`src/rtl/sisc_fetch_unit.sv`:
```
// SISC fetch stage: fetch PC, single-outstanding instruction-memory reads,
// and a DEPTH-entry prefetch FIFO presented to decode with valid/ready.
module sisc_fetch_unit #(
  parameter int                ADDR_W   = 16,
  parameter int                INSTR_W  = 32,
  parameter int                DEPTH    = 4,
  parameter logic [ADDR_W-1:0] RESET_PC = '0
) (
  input  logic                   clk,
  input  logic                   rst_f,
  output logic                   mem_req,
  output logic [ADDR_W-1:0]      mem_addr,
  input  logic                   mem_rvalid,
  input  logic [INSTR_W-1:0]     mem_rdata,
  input  logic                   br_taken,
  input  logic [ADDR_W-1:0]      br_addr,
  input  logic                   halt,
  output logic                   ir_valid,
  output logic [INSTR_W-1:0]     ir,
  output logic [ADDR_W-1:0]      ir_pc,
  input  logic                   ir_ready,
  output logic [$clog2(DEPTH):0] buf_count
);

  localparam int              PW   = $clog2(DEPTH);
  localparam int              CW   = PW + 1;
  localparam logic [CW-1:0]   FULL = CW'(DEPTH);

  typedef enum logic [1:0] {IDLE, WAIT, DISCARD} state_t;

  state_t             state;
  logic [ADDR_W-1:0]  pc;
  logic [INSTR_W-1:0] instr_q [DEPTH];
  logic [ADDR_W-1:0]  addr_q  [DEPTH];
  logic [PW-1:0]      wr_ptr;
  logic [PW-1:0]      rd_ptr;

  logic               outstanding;
  logic               can_issue;
  logic               can_chain;
  logic               push;
  logic               pop;
  logic [PW-1:0]      rd_ptr_nxt;
  logic [CW-1:0]      count_after_pop;
  logic [CW-1:0]      count_nxt;

  assign ir_valid = (buf_count != '0);

  // Issue and FIFO bookkeeping from pre-edge registered state only
  always_comb begin
    outstanding     = (state != IDLE);
    can_issue       = ((buf_count + CW'(outstanding)) < FULL) && !halt && !br_taken;
    can_chain       = ((buf_count + CW'(1)) < FULL) && !halt;
    push            = (state == WAIT) && mem_rvalid && !br_taken;
    pop             = ir_valid && ir_ready && !br_taken;
    rd_ptr_nxt      = rd_ptr + PW'(pop);
    count_after_pop = buf_count - CW'(pop);
    count_nxt       = count_after_pop + CW'(push);
  end

  // FIFO storage: data only, pointers decide what is live
  always_ff @(posedge clk) begin
    if (push) begin
      instr_q[wr_ptr] <= mem_rdata;
      addr_q[wr_ptr]  <= mem_addr;
    end
  end

  always_ff @(posedge clk) begin
    if (rst_f) begin
      state     <= IDLE;
      mem_req   <= 1'b0;
      mem_addr  <= RESET_PC;
      pc        <= RESET_PC;
      wr_ptr    <= '0;
      rd_ptr    <= '0;
      buf_count <= '0;
      ir        <= '0;
      ir_pc     <= '0;
    end else if (br_taken) begin
      pc        <= br_addr;
      wr_ptr    <= '0;
      rd_ptr    <= '0;
      buf_count <= '0;
      // A request still in flight must be absorbed before the new fetch starts
      if (outstanding && !mem_rvalid) begin
        state <= DISCARD;
      end else begin
        state   <= IDLE;
        mem_req <= 1'b0;
      end
    end else begin
      buf_count <= count_nxt;
      rd_ptr    <= rd_ptr_nxt;
      if (push) wr_ptr <= wr_ptr + PW'(1);

      // Head register: bypass the pushed word when the FIFO would otherwise be empty
      if (count_after_pop == '0) begin
        if (push) begin
          ir    <= mem_rdata;
          ir_pc <= mem_addr;
        end
      end else begin
        ir    <= instr_q[rd_ptr_nxt];
        ir_pc <= addr_q[rd_ptr_nxt];
      end

      case (state)
        IDLE: begin
          if (can_issue) begin
            state    <= WAIT;
            mem_req  <= 1'b1;
            mem_addr <= pc;
          end
        end
        WAIT: begin
          if (mem_rvalid) begin
            pc <= pc + ADDR_W'(1);
            if (can_chain) begin
              mem_addr <= pc + ADDR_W'(1);
            end else begin
              state   <= IDLE;
              mem_req <= 1'b0;
            end
          end
        end
        DISCARD: begin
          if (mem_rvalid) begin
            state   <= IDLE;
            mem_req <= 1'b0;
          end
        end
        default: begin
          state   <= IDLE;
          mem_req <= 1'b0;
        end
      endcase
    end
  end

endmodule

```
`config.mk`:
```
export PLATFORM = sky130hd
export DESIGN_NAME = sisc_fetch_unit
export DESIGN_NICKNAME = d
export VERILOG_FILES = /design/src/rtl/sisc_fetch_unit.sv
export SDC_FILE = /design/constraint.sdc
export NUM_CORES = 1
export LEC_CHECK = 0
export ABC_CLOCK_PERIOD_IN_PS = 3800
export BUFFER_PORTS_ARGS = -buffer_cell sky130_fd_sc_hd__buf_4
export CAP_MARGIN = 20
export CORE_MARGIN = 4
export CORE_UTILIZATION = 61
export CTS_BUF_LIST = sky130_fd_sc_hd__clkbuf_4 sky130_fd_sc_hd__clkbuf_8
export CTS_CLUSTER_DIAMETER = 60
export DETAILED_ROUTE_END_ITERATION = 6
export PLACE_DENSITY = 0.82
export REMOVE_ABC_BUFFERS = 1
export SLEW_MARGIN = 20
export SYNTH_ARGS = -nofsm -noshare
export SYNTH_HDL_FRONTEND = slang
export SYNTH_SLANG_ARGS = --single-unit
```
`constraint.sdc`:
```
create_clock -name clk -period 3.8 [get_ports clk]
set_input_delay 0.19 -clock clk [delete_from_list [all_inputs] [get_ports clk]]
set_output_delay 0.19 -clock clk [all_outputs]
set_load 0.01 [all_outputs]
```
## Word level (Yosys, flattened, before mapping)

Memory sizes are Yosys's and may differ from the RTL's.
Cells that the tools add are included.

| word-level totals | value |
|---|---|
| register bits after elaboration | 90 |
| latch bits | 0 |
| RAM bits | 192 |
| bits in read-only memories | 0 |
| input bits | 54 |
| output and inout port bits | 69 |
| logic and storage cells | 83 |
| memories | 2 |

Memory list:

| name | words | bits a word | rd ports | clocked after memory_dff | write ports | line | text |
|---|---|---|---|---|---|---|---|
| instr_q | 4 | 32 | 1 | 0 | 1 | 33 | `logic [INSTR_W-1:0] instr_q [DEPTH];` |
| addr_q | 4 | 16 | 1 | 0 | 1 | 34 | `logic [ADDR_W-1:0] addr_q [DEPTH];` |

| cells by class | value |
|---|---|
| add/subtract/negate cells | 7 |
| multiply operators | 0 |
| divide/modulo/power cells | 0 |
| $lt $le $gt $ge | 2 |
| equality and inequality tests | 11 |
| shift operators | 0 |
| muxes and demuxes | 27 |
| bitwise gates (word level) | 1 |
| reductions and logical operators | 24 |

Operators with widths:

| kind | number |
|---|---|
| $mux 16 | 8 |
| $mux 32 | 2 |
| $pmux 16 s2 | 1 |
| $add 16x1->16 const B | 1 |
| $mux 2 | 6 |
| $ne 3x3->1 const B | 4 |
| $ne 2x2->1 const B | 5 |
| $reduce_and 5->1 | 2 |
| $logic_and 1x1->1 | 8 |
| $mux 1 | 8 |
| $reduce_bool 2->1 | 4 |
| $add 3x1->3 | 2 |
| $lt 3x3->1 const B | 2 |
| $pmux 2 s3 | 1 |
| $reduce_and 2->1 | 2 |
| $reduce_and 4->1 | 1 |
| $add 3x1->3 const B | 1 |
| $logic_not 1->1 | 3 |
| $logic_not 3->1 | 1 |
| $pmux 1 s3 | 1 |
| $reduce_bool 3->1 | 1 |
| $sub 3x1->3 | 1 |
| $add 2x1->2 | 1 |
| $add 2x1->2 const B | 1 |
| 5 further kinds | 5 |

## Depth between registers and ports, before layout

Gate-level depths: netlist (run 1).

| logic depth | value |
|---|---|
| depth after elaboration | 8 |
| depth in mapped cells | 13 |
| mapped depth without buffers | 8 |

## Worst setup path before layout (run 1)

No wires, ideal clock.

| timing | value |
|---|---|
| path kind | input-to-reg |
| start | input br_taken |
| end | register ir[23] |
| library setup time | 119 ps |
| arrival | 2,782 ps |
| data required time | 3,681 ps |
| slack | 899 ps |
| stages | 12 |
| path buffers | 6 |
| path through | clkbuf_1 inv_1 clkbuf_1 clkbuf_1 and3_1 ha_1 clkbuf_1 buf_2 buf_2 mux4_2 nand2_1 a21oi_1 |

| between the ends | value |
|---|---|
| elaborated cells between the ends (all ways) | 11 |
| those cells by class | 2 x add/sub; 1 x eq/ne; 1 x mux; 1 x bitwise; 5 x reduce/logical; 1 x memory |

RTL lines:

| element | line | text |
|---|---|---|
| start, declared | 15 | `input logic br_taken,` |
| $logic_not 1->1 | 55 | `pop = ir_valid && ir_ready && !br_taken;` |
| $logic_and 1x1->1 | 55 |  |
| $add 2x1->2 | 56 | `rd_ptr_nxt = rd_ptr + PW'(pop);` |
| net rd_ptr_nxt[0] | 43 | `logic [PW-1:0] rd_ptr_nxt;` |
| $mem_v2 4x32 | - |  |
| $mux 32 | 98 | `if (count_after_pop == '0) begin` |
| end signal, assigned | 100 | `ir <= mem_rdata;` |
| end signal, assigned | 104 | `ir <= instr_q[rd_ptr_nxt];` |
| end, declared | 19 | `output logic [INSTR_W-1:0] ir,` |

The timed path passes the listed nets, and every way through them passes these cells.
A chain may end at the register's enable or synchronous reset.

## Worst setup path in the final report (run 1)

| timing | value |
|---|---|
| start | register buf_count[2] |
| end | register ir[20] |

| between the ends | value |
|---|---|
| word-level cells in the longest chain between the ends | 7 |
| elaborated cells between the ends (all ways) | 10 |
| those cells by class | 2 x add/sub; 1 x eq/ne; 1 x mux; 5 x reduce/logical; 1 x memory |

Ends and longest elaborated chain:

| element | line | text |
|---|---|---|
| start, declared | 22 | `output logic [$clog2(DEPTH):0] buf_count` |
| start signal, assigned | 93 | `buf_count <= count_nxt;` |
| $reduce_bool 3->1 | 47 | `assign ir_valid = (buf_count != '0);` |
| $logic_and 1x1->1 (2 in a row) | 55 |  |
| $sub 3x1->3 | 57 | `count_after_pop = buf_count - CW'(pop);` |
| $logic_not 3->1 | 98 |  |
| $ne 2x2->1 (no source line) | - |  |
| $reduce_and 2->1 (no source line) | - |  |

Several ways; a longest one is shown, not always the timed one.

==> metrics, run 1 <==
outcome finished clean; switching share of power between 20% and 30%; Detail Placement HPWL 15.7 mm; Max Cap Violations 0; Layout Cells excl Fill 1227; first-pass GRT wire length between 40 and 50 mm; Mean Syn Cell Area 14.4 sq um; NumNets Final approximately 1000; Post-synth EDFFs about 190; Setup Crit Path Kind reg -> reg; count of pins over their slew limit 0; vias in the first global route approximately 8000; DP Cell Count approximately 1100; sequential share of power between 50% and 60%; Worst Path Arrival about 3.6 ns; num rows 49; Hold Path Sink pc[1]; internal power 4960 uW; post-cts sizing count 0; Pleak about 0.0050 uW; period utilisation layout around 82%; Worst setup EP type flop; Worst Tran Pin Value 0.984 ns; share of cells above drive strength 1 around 29%; Seq cells post-synth roughly 280; R2R Setup Slk 0.69 ns; drt via density ~6.3; Post-Syn Instances 783; # clock sinks approximately 280; DR top layer met4; DRT Pass-1 Iters 5; worst slew margin relative to its limit roughly a third; Comb power frac a little under 6%; top cell type's share of synthesized area approximately 51%; final WL 26.7 mm; Netlist cell types 55; Routed Antenna Nets 0; M1 WL roughly 10 mm; Layout area overhead 23.1%; clock power share 40.6%; PD cells around 460 mW/mm^2; Num CTS Buffers 44; Final Setup Violations 0; Hold Crit Start rst_f; CP cell instances or3_1 > and3_1 > ha_1 > ha_1 > nand2_1 > or2_2 > buf_4 > nand2_1 > a21oi_1; largest cells by area after synthesis edfxtp_1, dfxtp_1, mux4_2; core area ~0.018 sq mm; worst r2r path cells 9; Initial Util around 62%; DR iter-0 viols roughly 680; I/O Pins 123; Synth area leader edfxtp_1; Seq/Total Area, Yosys about two thirds; wire per inst 21.7 microns; gr ovfl total 0; Worst EP required 4.26 ns; fin util around three quarters; Psw about 1400 uW; via count roughly 7700; Crit Path Max Fanout 29; CTS tree yes; worst hold path depth 2; met2 routed WL about 14 mm; Finished Cell Area between 0.01 and 0.015 sq mm; die area 0.0207 sq mm; Fin Setup TNS 0 ns; Final Wtd Congestion around 0.95; RR Startpoint buf_count[2]; IO Port Bufs 122; synth warn 0; worst-skew pair later-pin latency 0.55 ns; ant diodes 0; All-Layer GR Usage between 20% and 30%; met3 WL post-DR 2.21 mm; largest net degree at the start of global routing slightly above 60; ys flop type edfxtp_1; Max Freq 321 MHz; r2r endpoint ir[20]; worst clock skew approximately 0.018 ns; slowest CP cell or2_2; initial antenna violation count 0; Die Wd ~140 microns; startpoint types flop; total power approximately 6300 uW; Die H about 140 microns; DP Area about 0.012 sq mm; CTS clock-pin slew for the worst setup and hold paths 0.06 ns; maximum clock insertion buffer count 3; RSZ-0062 raised after global routing false; async set-reset flop share out of synthesis 0%; Mapped Area 0.0113 sq mm; H-tree Lvls 2; # DRC 0; clk root buf clkbuf_8; Final Hold Vio Count 0; Max VDD drop 0.244 mV; class of the worst hold path in -> reg; min cycle time layout 3.11 ns; Worst path max stage delay between 0.6 and 0.7 ns
[cells in the mapped netlist, drive strengths merged, types with 2 or more instances]
cell type  count
and4           3
nand3          6
nor3          18
and3           2
xnor2         19
clkbuf        34
o21ai         56
nand4          7
edfxtp       192
mux2i          3
nor2          34
nand4b         2
or4            3
buf           23
a21oi         79
ha            10
xor2           6
o21a           2
o31ai         10
or3            4
or2            5
a211oi        13
nand2         45
and4b          2
and2           8
a311oi         6
inv           13
dfxtp         90
a221oi        15
nor4          10
mux4          48
[layer usage]
| metal | vias to the layer above | track usage, % |
|---|---|---|
| met5 | - | 0 |
| met4 | 0 | 8.47 |
| met3 | 43 | 5.59 |
| met2 | 411 | 44.3 |
| met1 | 3835 | 33.5 |
| li1 | 3400 | - |
[logic make-up (layout without fill, tap and decap cells)]
logic type,count (synthesis),in the layout,synth area share (%)
muxes,52,52,9.95
buffers and inverters,70,285,2.77
xor gates and xnor gates,25,25,1.94
and+or+nand+nor,155,155,7.21
DFF,282,282,67.1
adders and majority gates,10,10,1.11
AOI/OAI and AO/OA,189,189,9.94
[through the flow]
stage          hold WS, ns  setup slack [ns]
2_1_floorplan        0.258            -0.758
5_1_grt             0.0581             0.527
4_1_cts             0.0329             0.702
3_3_place_gp         0.399             0.854
6_report            0.0643             0.687
3_5_place_dp         0.407             0.718
[what timing repair did]
action	4_1_cts	5_1_grt
hold buffers	51	0
setup buffers	0	0
endpoints found under the hold margin	175	0
endpoints found under the setup margin	0	0
[power groups by stage]
stage          combinational (uW)  sequential, uW  clock, uW
2_1_floorplan                 126            3460          0
3_3_place_gp                  309            3460          0
3_5_place_dp                  321            3470          0
4_1_cts                       366            3400       2600
5_1_grt                       400            3410       2770
6_report                      370            3400       2580
[how the worst max path moves through the flow]
stage,start,endpoint,slack (ns),cells after the start
floorplan,buf_count[2],ir_pc[0],-0.76,8
global placement,buf_count[2],ir[14],0.85,9
detailed placement,buf_count[2],ir[20],0.72,9
CTS,buf_count[2],ir[20],0.70,9
global route,buf_count[2],ir[5],0.53,9
finish,buf_count[2],ir[20],0.69,9
[state kept, by name, summed over array words and instances (netlist names)]
name / count
instr_q: 128
addr_q: 64
ir: 32
ir_pc: 16
mem_addr: 16
pc: 16
buf_count: 3
rd_ptr: 2
state: 2
wr_ptr: 2
mem_req: 1
[cells in the final DEF, fill, tap and decap left out, types with 12 or more instances in the layout]
cell           count
edfxtp_1         192
dlygate4sd3_1     51
inv_1             12
clkbuf_4          15
a211oi_1          13
dfxtp_1           90
nand2_1           45
xnor2_1           19
nor2_1            33
a21oi_1           79
a221oi_1          15
buf_4            136
nor3_1            18
clkbuf_8          51
o21ai_0           55
mux4_2            48
[worst max-delay path: cells and delay by family, from the launching register on]
kind	cells	cell delay, ns
adders and majority gates	2	0.48
DFF	1	0.38
buffers and inverters	1	0.39
AOI/OAI and AO/OA	1	0.15
and+or+nand+nor	5	1.61
[layout make-up]
| cell class | count | area, sq um |
|---|---|---|
| flip-flops and latches | 282 | 7570 |
| fillers | 1019 | 4200 |
| multi-input cells | 431 | 3460 |
| repair buffers | 191 | 1610 |
| clock buffers | 66 | 815 |
| well taps | 229 | 287 |
| clock inverters | 15 | 96.3 |
| inverters | 13 | 50.0 |
(Power assumes the default switching activity.)
==> inputs of run 2 (changes only) <==
--- a/config.mk
+++ b/config.mk
@@ -5,7 +5,7 @@
 export SDC_FILE = /design/constraint.sdc
 export NUM_CORES = 1
 export LEC_CHECK = 0
-export ABC_CLOCK_PERIOD_IN_PS = 3800
+export ABC_CLOCK_PERIOD_IN_PS = 3100
 export BUFFER_PORTS_ARGS = -buffer_cell sky130_fd_sc_hd__buf_4
 export CAP_MARGIN = 20
 export CORE_MARGIN = 4
==> constraint.sdc (replaced) <==
create_clock -name clk -period 3.1 [get_ports clk]
set_input_delay 0.155 -clock clk [delete_from_list [all_inputs] [get_ports clk]]
set_output_delay 0.155 -clock clk [all_outputs]
set_load 0.01 [all_outputs]
==> run 2 against run 1 <==
  * Clock-buffer cell count increased by 3
  * Clock power increased by 24%
  * First-iteration DRC count decreased by 0.59%
  * Worst hold slack got worse by 0.028 ns
  * Global-route usage increased by 0.38 points
==> metrics, run 2 (synthesized netlist as in run 1, its figures left out) <==
max reg flops 128 (unchanged); final WL 26.9 mm (was 26.7 mm); Setup Buffers After CTS 0 (unchanged); outcome finished clean (unchanged); wire per inst 21.9 microns (was 21.7 microns); Crit Path Max Fanout 32 (was 29); DR iter-0 viols 674 (was 678); Max Freq 336 MHz (was 321 MHz); RR Startpoint buf_count[2] (unchanged); worst r2r path cells 9 (unchanged); largest net degree at the start of global routing 61 (unchanged); DP Area 0.0125 sq mm (about the same); H-tree Lvls 2 (unchanged); Worst Tran Pin Value 1.15 ns (was 0.984 ns); Max Cap Violations 0 (unchanged); Routed Antenna Nets 0 (unchanged); Top reg by flops instr_q (unchanged); ant diodes 0 (unchanged); min cycle time layout 2.97 ns (was 3.11 ns); # clock sinks 282 (unchanged); Setup Crit Path Kind reg -> reg (unchanged); worst-skew pair later-pin latency 0.54 ns (was 0.55 ns); CTS tree yes (unchanged); R2R Setup Slk 0.13 ns (was 0.69 ns); clk root buf clkbuf_8 (unchanged); Detail Placement HPWL 15.6 mm (was 15.7 mm); setup ws final 0.125 ns (was 0.687 ns); Max VDD drop 0.413 mV (was 0.244 mV); die area 0.0207 sq mm (unchanged); # DRC 0 (unchanged); most frequent cells in the layout edfxtp_1, buf_4, dfxtp_1, a21oi_1, o21ai_0 (unchanged); initial antenna violation count 0 (unchanged); most common cell after layout, fill and taps aside edfxtp_1 (unchanged); NumNets Final 1028 (was 1027); drt via density 6.28 (was 6.27); I/O Pins 123 (unchanged); Worst setup EP type flop (unchanged); RSZ-0062 raised after global routing true (was false); DRT Pass-1 Iters 5 (unchanged); Fin Setup TNS 0 ns (unchanged); DP Worst Slack 0.105 ns (was 0.718 ns); PD cells 562 mW/mm^2 (was 457 mW/mm^2); Finished Cell Area 0.0140 sq mm (was 0.0139 sq mm); Layout area overhead 23.8% (was 23.1%); Worst EP required 3.55 ns (was 4.26 ns); Initial Util 62.4% (unchanged); worst slew margin relative to its limit 23.2% (was 34.3%); Final Hold Vio Count 0 (unchanged); IO Port Bufs 122 (unchanged); Die H 144 microns (unchanged); fin util 77.2% (was 76.8%); Die Wd 144 microns (unchanged); gr ovfl total 0 (unchanged); class of the worst hold path in -> reg (unchanged); num rows 49 (unchanged); hold_ws 0.0364 ns (was 0.0643 ns); All-Layer GR Usage 26.3% (was 25.9%); Hold Path Sink pc[0] (was pc[1]); first-pass GRT wire length 42.5 mm (was 41.8 mm); Final Wtd Congestion 0.890 (was 0.947); startpoint types flop (unchanged); count of pins over their slew limit 0 (unchanged); r2r endpoint ir[9] (was ir[20]); Worst Path Arrival 3.43 ns (was 3.57 ns); share of cells above drive strength 1 28.5% (was 28.6%); Num CTS Buffers 44 (unchanged); via count 7690 (was 7689); Pleak 0.00499 uW (was 0.00497 uW); biggest regs instr_q x128, addr_q x64, ir x32 (unchanged); Hold Crit Start rst_f (unchanged); Final Setup Violations 0 (unchanged); worst hold path depth 2 (unchanged); period utilisation layout 96.0% (was 81.9%); vias in the first global route 8154 (was 8002); worst clock skew 0.0152 ns (was 0.0181 ns); core area 0.0181 sq mm (unchanged); maximum clock insertion buffer count 3 (unchanged); CTS clock-pin slew for the worst setup and hold paths 0.06 ns (about the same)
[run 2: worst max-delay path, cell delays in order (launching register included)]
cell     delay (ns)
dfxtp_1        0.39
or3_1          0.44
and3_1         0.25
ha_1           0.20
ha_1           0.19
xor2_1         0.16
buf_4          0.18
nor2_4         0.69
a21oi_1        0.17
a21oi_1        0.21
[run 2: final cells by class]
class                   instances  area (sq um)
multi-input cells             431          3470
clock buffers                  69           831
well taps                     229           287
fillers                       976          4120
clock inverters                 9          90.1
repair buffers                192          1680
inverters                      13          48.8
flip-flops and latches        282          7570
[run 2: what timing repair did]
item                                   in CTS  in global routing
gates resized for setup                     0                  2
setup endpoints to repair                   0                 27
endpoints found under the hold margin     182                  0
hold buffers                               54                  0
[run 2: how the worst max path moves through the flow]
| stage | from | endpoint | depth (start not counted) | slack, ns |
|---|---|---|---|---|
| 2_1_floorplan | buf_count[2] | ir_pc[0] | 8 | -1.46 |
| 3_3_place_gp | buf_count[2] | ir[1] | 9 | 0.29 |
| 3_5_place_dp | buf_count[2] | ir[23] | 9 | 0.10 |
| 4_1_cts | buf_count[2] | ir[23] | 9 | 0.06 |
| 5_1_grt | buf_count[2] | ir[18] | 9 | -0.06 |
| 6_report | buf_count[2] | ir[9] | 9 | 0.13 |
[run 2: per-stage QoR]
stage               instances  total power, uW
floorplan                 726             4400
global placement         1093             4620
detailed placement       1093             4650
CTS                      1225             7870
global route             1225             8120
finish                   1225             7850
[run 2: where the power goes]
group          internal, uW  switching (uW)
clock                  1860            1350
sequential             4090            85.7
combinational           224             234
[run 2: per-layer routing]
metal / GRT usage (%) / share of wire [%] / vias up
met2: 45.9 / 51 / 434
met5: 0 / 0 / -
li1: - / - / 3402
met1: 33.9 / 38 / 3801
met3: 5.29 / 9.0 / 53
met4: 7.33 / 2.0 / 0
